===== config.mk =====
export PLATFORM = sky130hd
export DESIGN_NAME = wb_route4
export DESIGN_NICKNAME = d
export VERILOG_FILES = /design/src/rtl/wb_route4.sv
export SDC_FILE = /design/constraint.sdc
export NUM_CORES = 1
export LEC_CHECK = 0
export BUFFER_PORTS_ARGS = -buffer_cell sky130_fd_sc_hd__buf_4
export CORE_ASPECT_RATIO = 0.8
export CORE_MARGIN = 5
export CORE_UTILIZATION = 45
export DETAILED_ROUTE_END_ITERATION = 12
export PLACE_DENSITY = 0.76
export SYNTH_ARGS = -nofsm -noshare
export SYNTH_HDL_FRONTEND = slang
export SYNTH_SLANG_ARGS = --single-unit

===== constraint.sdc =====
create_clock -name clk -period 2.6 [get_ports clk]
set_input_delay 0.52 -clock clk [delete_from_list [all_inputs] [get_ports clk]]
set_output_delay 0.52 -clock clk [all_outputs]
set_load 0.02 [all_outputs]

===== src/rtl/wb_route4.sv =====
// Four-channel result router: each accepted word lands in a one-entry
// buffer selected by in_sel, and each buffer is drained by its own consumer.
module wb_route4 #(
    parameter int WIDTH = 16
) (
    input  logic             clk,
    input  logic             rst,
    input  logic [WIDTH-1:0] in_data,
    input  logic [1:0]       in_sel,
    input  logic             in_valid,
    output logic             in_ready,
    output logic [WIDTH-1:0] out_data0,
    output logic [WIDTH-1:0] out_data1,
    output logic [WIDTH-1:0] out_data2,
    output logic [WIDTH-1:0] out_data3,
    output logic [3:0]       out_valid,
    input  logic [3:0]       out_ready,
    output logic [7:0]       stall_cnt
);

    // Handshake: a word moves when valid and ready are both high at a rising
    // edge; ready never waits on valid, and valid never waits on ready.
    typedef enum logic {
        EMPTY = 1'b0,
        FULL  = 1'b1
    } chan_state_t;

    chan_state_t      state_q [4];
    chan_state_t      state_d [4];
    logic [WIDTH-1:0] data_q  [4];
    logic [WIDTH-1:0] data_d  [4];
    logic [7:0]       stall_q;
    logic [7:0]       stall_d;
    logic             accept;

    // A full channel can still take a word if its consumer drains this cycle.
    assign in_ready = (state_q[in_sel] == EMPTY) | out_ready[in_sel];
    assign accept   = in_valid & in_ready;

    always_comb begin
        for (int k = 0; k < 4; k++) begin
            state_d[k] = state_q[k];
            data_d[k]  = data_q[k];
            if (state_q[k] == FULL && out_ready[k]) begin
                state_d[k] = EMPTY;
            end
        end
        if (accept) begin
            state_d[in_sel] = FULL;
            data_d[in_sel]  = in_data;
        end
        stall_d = stall_q;
        if (in_valid && !in_ready && stall_q != 8'hFF) begin
            stall_d = stall_q + 8'd1;
        end
    end

    always_ff @(posedge clk or posedge rst) begin
        if (rst) begin
            for (int k = 0; k < 4; k++) begin
                state_q[k] <= EMPTY;
                data_q[k]  <= '0;
            end
            stall_q <= '0;
        end else begin
            for (int k = 0; k < 4; k++) begin
                state_q[k] <= state_d[k];
                data_q[k]  <= data_d[k];
            end
            stall_q <= stall_d;
        end
    end

    always_comb begin
        for (int k = 0; k < 4; k++) begin
            out_valid[k] = (state_q[k] == FULL);
        end
    end

    assign out_data0 = data_q[0];
    assign out_data1 = data_q[1];
    assign out_data2 = data_q[2];
    assign out_data3 = data_q[3];
    assign stall_cnt = stall_q;

endmodule


==> impl_metrics.csv, run 1 <==
group,metric,value,unit
grt,overflow,0,
floorplanning,die_y,83.1,um
route,vias_per_cell,5.10,
floorplanning,io_pins,102,
setup_path,rr_startpoint,"out_valid[0]",
grt,first_global_vias,2161,
cells_and_area,syn2layout_area_growth,36.3,%
logic_synthesis,synth-adder-area-share,0.416,%
setup_path,end_kind,"output pin",
placed_design,placed_area,0.00390,sq mm
placed_design,place_ws,0.437,ns
logic_synthesis,syn_area_per_cell,15.3,sq um
timing,rsz0062_at_grt,"false",
floorplanning,dieWidth,101,um
logic_synthesis,ys.flop_type,"dfrtp_1",
route,drtAntennaViolNets,0,
logic_synthesis,netlist_area,0.00301,sq mm
logic_synthesis,synth_xor_area_share,1.75,%
logic_synthesis,yosysTopAreaCell,"dfrtp_1",
run_status,status,"finished, final reports clean",
timing,fmax,480,MHz
timing,clock-skew-final,0.00568,ns
grt,grt_max_degree,38,
placed_design,dp.final_hpwl,4870,um
clocking,tritoncts,"yes",
setup_path,worstSetupPathType,"in2out",
cells_and_area,fin_nets,332,
clocking,cts-hold-fix-buffers,0,
cells_and_area,drive_gt1_share,59.8,%
run,cap_violations,0,
route,num_vias,2015,
timing,slew_headroom,57.3,%
logic_synthesis,synth_nets,222,
clocking,clk_latency,0.34,ns
timing,setup_slack,0.519,ns
timing,min_period,2.08,ns
route,wl_per_cell,17.3,um
pwr,p_per_area,862,mW/mm^2
setup_path,start_kind,"input pin",
logic_synthesis,yosys.cell_types.count,30,
logic_synthesis,synth-seq-cells,76,
route,drc,0,
logic_synthesis,yosysWarnings,0,
clocking,numCtsBuffers,9,
logic_synthesis,synth-compound-area-share,0,%
pwr,swShare,32.0,%
logic_synthesis,synth_top_family_by_area,"multiplexers",
timing,drv_slew,0,
cells_and_area,finalInstanceArea,0.00410,sq mm
timing,setup_tns,0,ns
route,drt_iter0_drc,64,
setup_path,path_max_fanout,8,
grt,gr-usage-all-layers,17.6,%
route,dr.pass1.iters,4,
cells_and_area,n_antenna_cell,0,
logic_synthesis,synth_top_area_share,63.3,%
timing,finalCritPeriodShare,80.1,%
setup_path,cp_data_required_time,2.08,ns
logic_synthesis,syn_inst,196,
timing,hold_viol,0,
logic_synthesis,synth_edf_count,0,
clocking,htree_levels,3,
logic_synthesis,synth-simple-area-share,8.11,%
pwr,irDropWorstVdd,0.584,mV
timing,worst_pin_slew,0.639,ns
clocking,root_buffer,"clkbuf_8",
logic_synthesis,synth_area_leaders,"dfrtp_1 63%, mux2_2 21%, mux2_1 4.1%, xor2_1 1.5%, nand2_1 0.87%",
clocking,cts_resized,0,
timing,finalSetupViolCount,0,
setup_path,arrival,1.56,ns
pwr,switchingPower,1.13,mW
pwr,combPwrFrac,30.2,%
logic_synthesis,muxShareOfSynthArea,24.7,%
logic_synthesis,ys_seq_area_share,63.3,%
clocking,cts.sinks,76,
worst_hold_path,hold_class,"in2async",
floorplanning,start_util,46.7,%
clocking,clock_path_buffers,2,
pwr,pwr-share-clk,25.1,%
floorplanning,core-area,0.00644,sq mm
route,wl,6840,um
clocking,post_cts_buffers,0,
floorplanning,rows,26,
pwr,seq_power_share,44.7,%
floorplanning,die-area,0.00843,sq mm
setup_path,worstSetupStartpoint,"in_sel[1]",
placed_design,gp_congestion,0.783,
pwr,p_int,2.40,mW
pwr,p_leak,1.94,nW
placed_design,port_buffers,101,
grt,grt_pass1_wl,11400,um
logic_synthesis,synthArstFlopShare,100,%
grt,antenna_found_initial,0,
clocking,clkTransAtPathRegs,0.08,ns
==> cell usage after synthesis, types with 2 or more instances <==
cell type	n
nand2b_1	4
dfrtp_1	76
nand2_1	7
or2_2	2
nor4_1	3
nor2b_1	2
inv_1	3
nand4_1	3
or4b_1	2
clkbuf_1	2
xor2_1	5
buf_2	5
mux2_2	55
mux2_1	11
==> cells in the final DEF (no fill, tap or decap), types with 3 or more instances in the layout <==
master    count
nand2_1       7
mux2_1       11
mux2_2       55
clkbuf_8     10
nand2b_1      4
nand4_1       3
xor2_1        5
buf_4       106
nor4_1        3
dfrtp_1      76
==> path summary, 6_finish.rpt <==
kind / slack [ns] / cells past startpoint / to
worst min-delay path: 0.27 / 2 / stall_cnt[0]
worst max-delay path: 0.52 / 5 / in_ready
worst min register to register: 0.50 / 1 / out_data0[5]
min in group clk: 0.42 / 2 / out_data0[4]
max in group asynchronous: 1.71 / 3 / out_data2[12]
worst max register to register: 0.80 / 5 / stall_cnt[6]
==> power by group through the flow <==
| stage | sequential [mW] | combinational (mW) | clock (mW) |
|---|---|---|---|
| after global routing | 1.61 | 1.13 | 0.987 |
| after CTS | 1.58 | 1.09 | 0.915 |
| after global placement | 1.59 | 1.06 | 0 |
| final | 1.58 | 1.07 | 0.887 |
| after detailed placement | 1.60 | 1.08 | 0 |
| after floorplan | 1.88 | 0.268 | 0 |
==> per-stage QoR <==
stage	cells	total power, mW	utilization (%)	hold WS (ns)
after floorplan	196	2.14	-	0.606
after global placement	379	2.65	60.5	0.475
after detailed placement	379	2.68	60.5	0.482
after CTS	395	3.58	63.6	0.277
after global routing	395	3.73	63.6	0.282
final	395	3.53	63.6	0.268
==> sequential cells by signal (all words and copies together), names as in the netlist <==
register / count
out_data3: 16
out_data0: 16
out_valid: 4
out_data2: 16
stall_cnt: 8
out_data1: 16
==> cells by family (layout without fill, tap and decap cells) <==
logic type               after synthesis  after routing
XOR/XNOR                               6              6
adder cells (fa/ha/maj)                1              1
buffers and inverters                 12            127
flip-flops                            76             76
multiplexers                          66             66
AND/OR/NAND/NOR                       35             35
==> area by class of cell <==
class                           count  area [sq um]
Inverter                            4          15.0
Fill cell                         516          2340
Clock buffer                       10           138
Multi-Input combinational cell    108          1060
Timing Repair Buffer              107           816
Sequential cell                    76          1900
Tap cell                           84           105
Clock inverter                      6          63.8
==> critical path, cell delays in order <==
cell     delay (ns)
buf_4          0.13
or4b_1         0.53
nand4_2        0.14
inv_2          0.08
buf_4          0.16
==> per-layer routing <==
layer  share of wire, %  GRT usage [%]  up-vias
met5                  0              0        -
met4                1.1           5.43        0
met3                8.1           8.12        6
met2                 49           26.5       68
met1                 42           22.5     1025
li1                   -              -      916
(Power assumes the default switching activity.)
==> run 2: changes to the inputs <==
--- a/config.mk
+++ b/config.mk
@@ -5,10 +5,11 @@
 export SDC_FILE = /design/constraint.sdc
 export NUM_CORES = 1
 export LEC_CHECK = 0
+export ABC_AREA = 1
 export BUFFER_PORTS_ARGS = -buffer_cell sky130_fd_sc_hd__buf_4
 export CORE_ASPECT_RATIO = 0.8
 export CORE_MARGIN = 5
-export CORE_UTILIZATION = 45
+export CORE_UTILIZATION = 47
 export DETAILED_ROUTE_END_ITERATION = 12
 export PLACE_DENSITY = 0.76
 export SYNTH_ARGS = -nofsm -noshare
==> constraint.sdc (replaced) <==
create_clock -name clk -period 1.7 [get_ports clk]
set_input_delay 0.34 -clock clk [delete_from_list [all_inputs] [get_ports clk]]
set_output_delay 0.34 -clock clk [all_outputs]
set_load 0.02 [all_outputs]
==> impl_metrics.csv, run 2 <==
group,metric,value,unit
route,drc,0,
pwr,p_per_area,1240,mW/mm^2
setup_path,worstSetupStartpoint,"out_valid[1]",
setup_path,r2r_end,"stall_cnt[7]",
logic_synthesis,synth.most_common_cell,"nand2_1",
setup_path,rr_startpoint,"stall_cnt[0]",
grt,first_global_vias,3075,
setup_path,cp_data_required_time,1.36,ns
logic_synthesis,synthArstFlopShare,100,%
placed_design,dp.final_hpwl,6890,um
clocking,cts.sinks,76,
logic_synthesis,synth_nets,433,
placed_design,place_ws,0.0416,ns
placed_design,gp_congestion,0.869,
logic_synthesis,yosysWarnings,0,
logic_synthesis,yosysTopAreaCell,"dfrtp_1",
logic_synthesis,syn_area_per_cell,8.72,sq um
floorplanning,io_pins,102,
clocking,root_buffer,"clkbuf_8",
clocking,clkTransAtPathRegs,0.07,ns
grt,busiest_layer,"met1",
clocking,clk_latency,0.35,ns
logic_synthesis,synth-seq-cells,76,
run_status,status,"finished, final reports clean",
clocking,htree_levels,3,
worst_hold_path,hold_class,"in2async",
setup_path,r2r_slack,0.14,ns
logic_synthesis,synth_top_area_share,53.6,%
grt,overflow,0,
route,drtAntennaViolNets,0,
pwr,p_leak,2.52,nW
clocking,tritoncts,"yes",
floorplanning,rows,28,
grt,met1_usage,31.5,%
pwr,irDropWorstVdd,0.642,mV
floorplanning,dieWidth,107,um
setup_path,start_kind,"flop",
setup_path,rr_worst_depth,6,
timing,fmax,608,MHz
placed_design,placed_cells,599,
cells_and_area,fillers,648,
placed_design,port_buffers,101,
setup_path,worstSetupPathType,"reg2out",
logic_synthesis,synth_area_leaders,"dfrtp_1 54%, nand2_1 19%, nand4_1 13%, buf_6 2.2%, nand3_4 2.0%",
floorplanning,die-area,0.00940,sq mm
logic_synthesis,ys_seq_area_share,53.6,%
clocking,cts-hold-fix-buffers,0,
route,wl,9910,um
logic_synthesis,netlist_area,0.00355,sq mm
grt,antenna_found_initial,0,
grt,grt_max_degree,77,
grt,grt_use_met3,8.77,%
cells_and_area,fin_nets,538,
grt,gr-usage-all-layers,21.7,%
route,drt_iter0_drc,213,
cells_and_area,final_common_cell,"nand2_1",
timing,hold_viol,0,
logic_synthesis,synthTopCellsByCount,"180 x nand2_1, 76 x dfrtp_1, 74 x nand4_1, 10 x inv_1, 8 x nor2_1",
cells_and_area,mostFrequentLayoutCells,"180 x nand2_1, 114 x buf_4, 76 x dfrtp_1",
timing,finalCritPeriodShare,96.8,%
setup_path,crit_end,"in_ready",
timing,worst_pin_slew,0.492,ns
route,vias_per_cell,5.32,
cells_and_area,drive_gt1_share,29.3,%
clocking,numCtsBuffers,9,
logic_synthesis,syn_inst,407,
floorplanning,core-area,0.00739,sq mm
timing,clock-skew-final,0.0105,ns
timing,setup_slack,0.0544,ns
run,cap_violations,0,
cells_and_area,n_antenna_cell,0,
cells_and_area,stdcell_count,620,
route,wl_per_cell,16.0,um
floorplanning,die_y,87.7,um
logic_synthesis,ys.flop_type,"dfrtp_1",
timing,min_period,1.65,ns
route,dr.pass1.iters,5,
timing,finalSetupViolCount,0,
timing,rsz0062_at_grt,"false",
grt,grt_pass1_wl,16000,um
floorplanning,start_util,48.0,%
timing,slew_headroom,67.2,%
route,num_vias,3299,
cells_and_area,syn2layout_area_growth,32.4,%
timing,setup_tns,0,ns
logic_synthesis,synth_edf_count,0,
setup_path,path_max_fanout,4,
setup_path,end_kind,"output pin",
setup_path,arrival,1.31,ns
clocking,clock_path_buffers,2,
grt,use_met2,31.1,%
logic_synthesis,yosys.cell_types.count,23,
timing,drv_slew,0,
-- run 2: report_power, final --
part | leakage, nW | internal, mW | switching (mW)
Combinational | 1.44 | 0.717 | 1.06
Clock | 0.118 | 1.00 | 0.647
Sequential | 0.960 | 2.16 | 0.249
Total | 2.52 | 3.88 | 1.96
-- run 2: final cells by class --
class / count / area, sq um / area share (%)
clock inverters: 4 / 98.8 / 2.10
flip-flops and latches: 76 / 1900 / 40.5
well taps: 105 / 131 / 2.80
clock buffers: 10 / 138 / 2.93
repair buffers: 120 / 950 / 20.2
multi-input cells: 292 / 1420 / 30.3
inverters: 13 / 52.6 / 1.12
-- run 2: metal layers --
layer,up-vias,share of wire (%)
met2,147,44
met5,-,0
met4,0,1.0
met3,12,9.9
li1,1574,-
met1,1566,45
-- run 2: worst min path at each step --
stage / startpoint / endpoint / slack [ns] / depth (start not counted)
floorplan: out_ready[0] / out_valid[0] / 0.43 / 1
global placement: out_data3[6] / out_data3[6] / 0.46 / 2
detailed placement: out_data3[11] / out_data3[11] / 0.46 / 2
CTS: rst / out_valid[0] / 0.11 / 3
global route: rst / out_valid[3] / 0.11 / 3
finish: rst / out_valid[0] / 0.07 / 3
-- run 2: cells by family (layout without fill, tap and decap cells) --
family	Yosys count	in the layout	share of synthesized area, %
compound gates	5	5	0.705
xor+xnor	2	2	0.494
fa+ha+maj	1	1	0.353
buf+inv	39	147	6.24
flops	76	76	53.6
simple gates	284	284	38.6
-- run 2: repair_timing --
item | in CTS | in global routing
endpoints found under the setup margin | 1 | 31
gates resized for setup | 0 | 3
setup buffers | 4 | 3
pin swaps | 1 | 2
-- run 2: critical path, cell delays in order (launching register included) --
cell and delay [ns]:
dfrtp_1 0.41, nand2_1 0.08, nand2_1 0.08, nand2_1 0.06, nand2_2 0.13, nand2_8 0.07
buf_6 0.13
-- run 2: through the flow --
step / area, sq um / utilization, % / hold slack (ns) / power, mW
5_1_grt: 4700 / 63.5 / 0.109 / 6.14
6_report: 4700 / 63.5 / 0.0712 / 5.83
3_3_place_gp: 4380 / 59.3 / 0.456 / 4.15
4_1_cts: 4660 / 63.1 / 0.108 / 5.86
3_5_place_dp: 4380 / 59.3 / 0.462 / 4.19
2_1_floorplan: 3550 / - / 0.431 / 3.37
==> run 3: changes to the inputs <==
==> config.mk (replaced) <==
export PLATFORM = sky130hd
export DESIGN_NAME = wb_route4
export DESIGN_NICKNAME = d
export VERILOG_FILES = /design/src/rtl/wb_route4.sv
export SDC_FILE = /design/constraint.sdc
export NUM_CORES = 1
export LEC_CHECK = 0
export ABC_AREA = 0
export BUFFER_PORTS_ARGS = -buffer_cell sky130_fd_sc_hd__buf_4
export CORE_ASPECT_RATIO = 0.8
export CORE_MARGIN = 5
export CORE_UTILIZATION = 50
export DETAILED_ROUTE_END_ITERATION = 12
export PLACE_DENSITY = 0.8
export SYNTH_ARGS = -nofsm -noshare
export SYNTH_HDL_FRONTEND = slang
export SYNTH_SLANG_ARGS = --single-unit
==> constraint.sdc (replaced) <==
create_clock -name clk -period 2.1 [get_ports clk]
set_input_delay 0.42 -clock clk [delete_from_list [all_inputs] [get_ports clk]]
set_output_delay 0.42 -clock clk [all_outputs]
set_load 0.02 [all_outputs]
==> impl_metrics.csv, run 3 (synthesis gave the netlist of run 1 again) <==
group,metric,value,unit
placed_design,placed_area,0.00390,sq mm
route,drtAntennaViolNets,0,
setup_path,crit_end,"in_ready",
setup_path,cp_data_required_time,1.68,ns
setup_path,rr_startpoint,"out_valid[0]",
grt,gr-usage-all-layers,18.8,%
pwr,seq_power_share,43.2,%
route,wl_per_cell,17.0,um
timing,clock-skew-final,0.00532,ns
clocking,clk_latency,0.35,ns
route,drc,0,
clocking,htree_levels,3,
timing,fmax,505,MHz
cells_and_area,finalInstanceArea,0.00412,sq mm
timing,hold_viol,0,
placed_design,dp.final_hpwl,4730,um
cells_and_area,fin_nets,333,
timing,worst_pin_slew,0.391,ns
pwr,p_per_area,1090,mW/mm^2
floorplanning,dieWidth,96.7,um
cells_and_area,syn2layout_area_growth,37.1,%
clocking,cts.sinks,76,
placed_design,port_buffers,101,
floorplanning,rows,25,
route,wl,6690,um
setup_path,end_kind,"output pin",
placed_design,gp_congestion,0.802,
floorplanning,core-area,0.00588,sq mm
setup_path,worstSetupStartpoint,"out_valid[0]",
timing,drv_slew,0,
timing,rsz0062_at_grt,"false",
setup_path,r2r_slack,0.33,ns
clocking,clock_path_buffers,2,
setup_path,arrival,1.56,ns
route,drt_iter0_drc,62,
setup_path,r2r_end,"stall_cnt[6]",
floorplanning,die-area,0.00767,sq mm
pwr,combPwrFrac,29.4,%
clocking,post_cts_buffers,0,
pwr,switchingPower,1.41,mW
clocking,root_buffer,"clkbuf_8",
grt,grt_pass1_wl,11200,um
setup_path,path_max_fanout,6,
floorplanning,io_pins,102,
timing,min_period,1.98,ns
clocking,cts-hold-fix-buffers,0,
timing,finalCritPeriodShare,94.2,%
timing,finalSetupViolCount,0,
pwr,swShare,31.4,%
cells_and_area,final_common_cell,"buf_4",
pwr,irDropWorstVdd,0.629,mV
floorplanning,die_y,79.4,um
setup_path,start_kind,"flop",
timing,slew_headroom,73.9,%
clocking,clkTransAtPathRegs,0.08,ns
cells_and_area,mostFrequentLayoutCells,"107 x buf_4, 76 x dfrtp_1, 55 x mux2_2",
run,cap_violations,0,
worst_hold_path,hold_class,"in2async",
setup_path,worstSetupPathType,"reg2out",
clocking,tritoncts,"yes",
pwr,p_leak,1.95,nW
route,vias_per_cell,5.17,
cells_and_area,final_util,70.1,%
timing,setup_tns,0,ns
pwr,pwr-share-clk,27.4,%
grt,overflow,0,
grt,antenna_found_initial,0,
grt,grt_max_degree,77,
clocking,cts_resized,0,
clocking,numCtsBuffers,9,
cells_and_area,drive_gt1_share,59.9,%
run_status,status,"finished, final reports clean",
setup_path,rr_worst_depth,5,
pwr,p_int,3.09,mW
grt,first_global_vias,2151,
floorplanning,start_util,51.1,%
route,dr.pass1.iters,4,
cells_and_area,n_antenna_cell,0,
route,num_vias,2031,
## run 3: changes by cell type in the layout (fill, tap and decap cells not counted), sizes merged, moves of 4 or more
| cell | before | now |
|---|---|---|
| o21ai | 5 | 0 |
| nand2 | 184 | 7 |
| mux2 | 0 | 66 |
| nor4 | 0 | 4 |
| buf | 120 | 108 |
| nand4 | 74 | 4 |
| nand3 | 11 | 1 |
| nor2 | 13 | 1 |
| nand2b | 0 | 4 |
| inv | 12 | 3 |
## run 3: layout make-up
type,count,area (sq um)
clock buffer,10,138
fill,435,1760
sequential,76,1900
inverter,4,18.8
multi-input combinational,108,1050
timing repair buffer,108,823
clock inverter,6,87.6
tap,81,101
## run 3: power by group through the flow
stage                     clock (mW)  sequential (mW)  combinational (mW)
after global routing            1.33             1.99                1.41
after global placement             0             1.96                1.32
final                           1.24             1.95                1.32
after floorplan                    0             2.32               0.332
after CTS                       1.27             1.95                1.35
after detailed placement           0             1.97                1.34
## run 3: per-stage QoR
step | hold slack [ns] | total power [mW] | worst slack [ns] | std cells
floorplan | 0.552 | 2.65 | 0.205 | 196
global placement | 0.476 | 3.28 | 0.0925 | 377
detailed placement | 0.484 | 3.32 | 0.0859 | 377
CTS | 0.178 | 4.57 | 0.110 | 393
global route | 0.200 | 4.74 | 0.0621 | 393
finish | 0.161 | 4.51 | 0.121 | 393
## run 3: how the worst min path moves through the flow
| stage | from | to | slack [ns] | cells past startpoint |
|---|---|---|---|---|
| after floorplan | in_data[0] | out_data0[0] | 0.55 | 1 |
| after global placement | out_data0[3] | out_data0[3] | 0.48 | 1 |
| after detailed placement | out_data0[3] | out_data0[3] | 0.48 | 1 |
| after CTS | rst | out_data3[4] | 0.18 | 3 |
| after global routing | rst | stall_cnt[2] | 0.20 | 3 |
| final | rst | stall_cnt[7] | 0.16 | 3 |
## run 3: per-layer routing
layer  track usage (%)  vias to the layer above  part of all wire (%)
met5                 0                        -                     0
met4              5.89                        0                  0.91
met3              9.75                        6                   9.6
met2              28.2                       80                    46
met1              23.8                     1028                    43
li1                  -                      917                     -
## run 3: worst max-delay path: stages (launching register included)
cell     delay (ns)
dfrtp_1        0.38
or4b_1         0.46
nand4_2        0.14
inv_2          0.08
buf_4          0.16
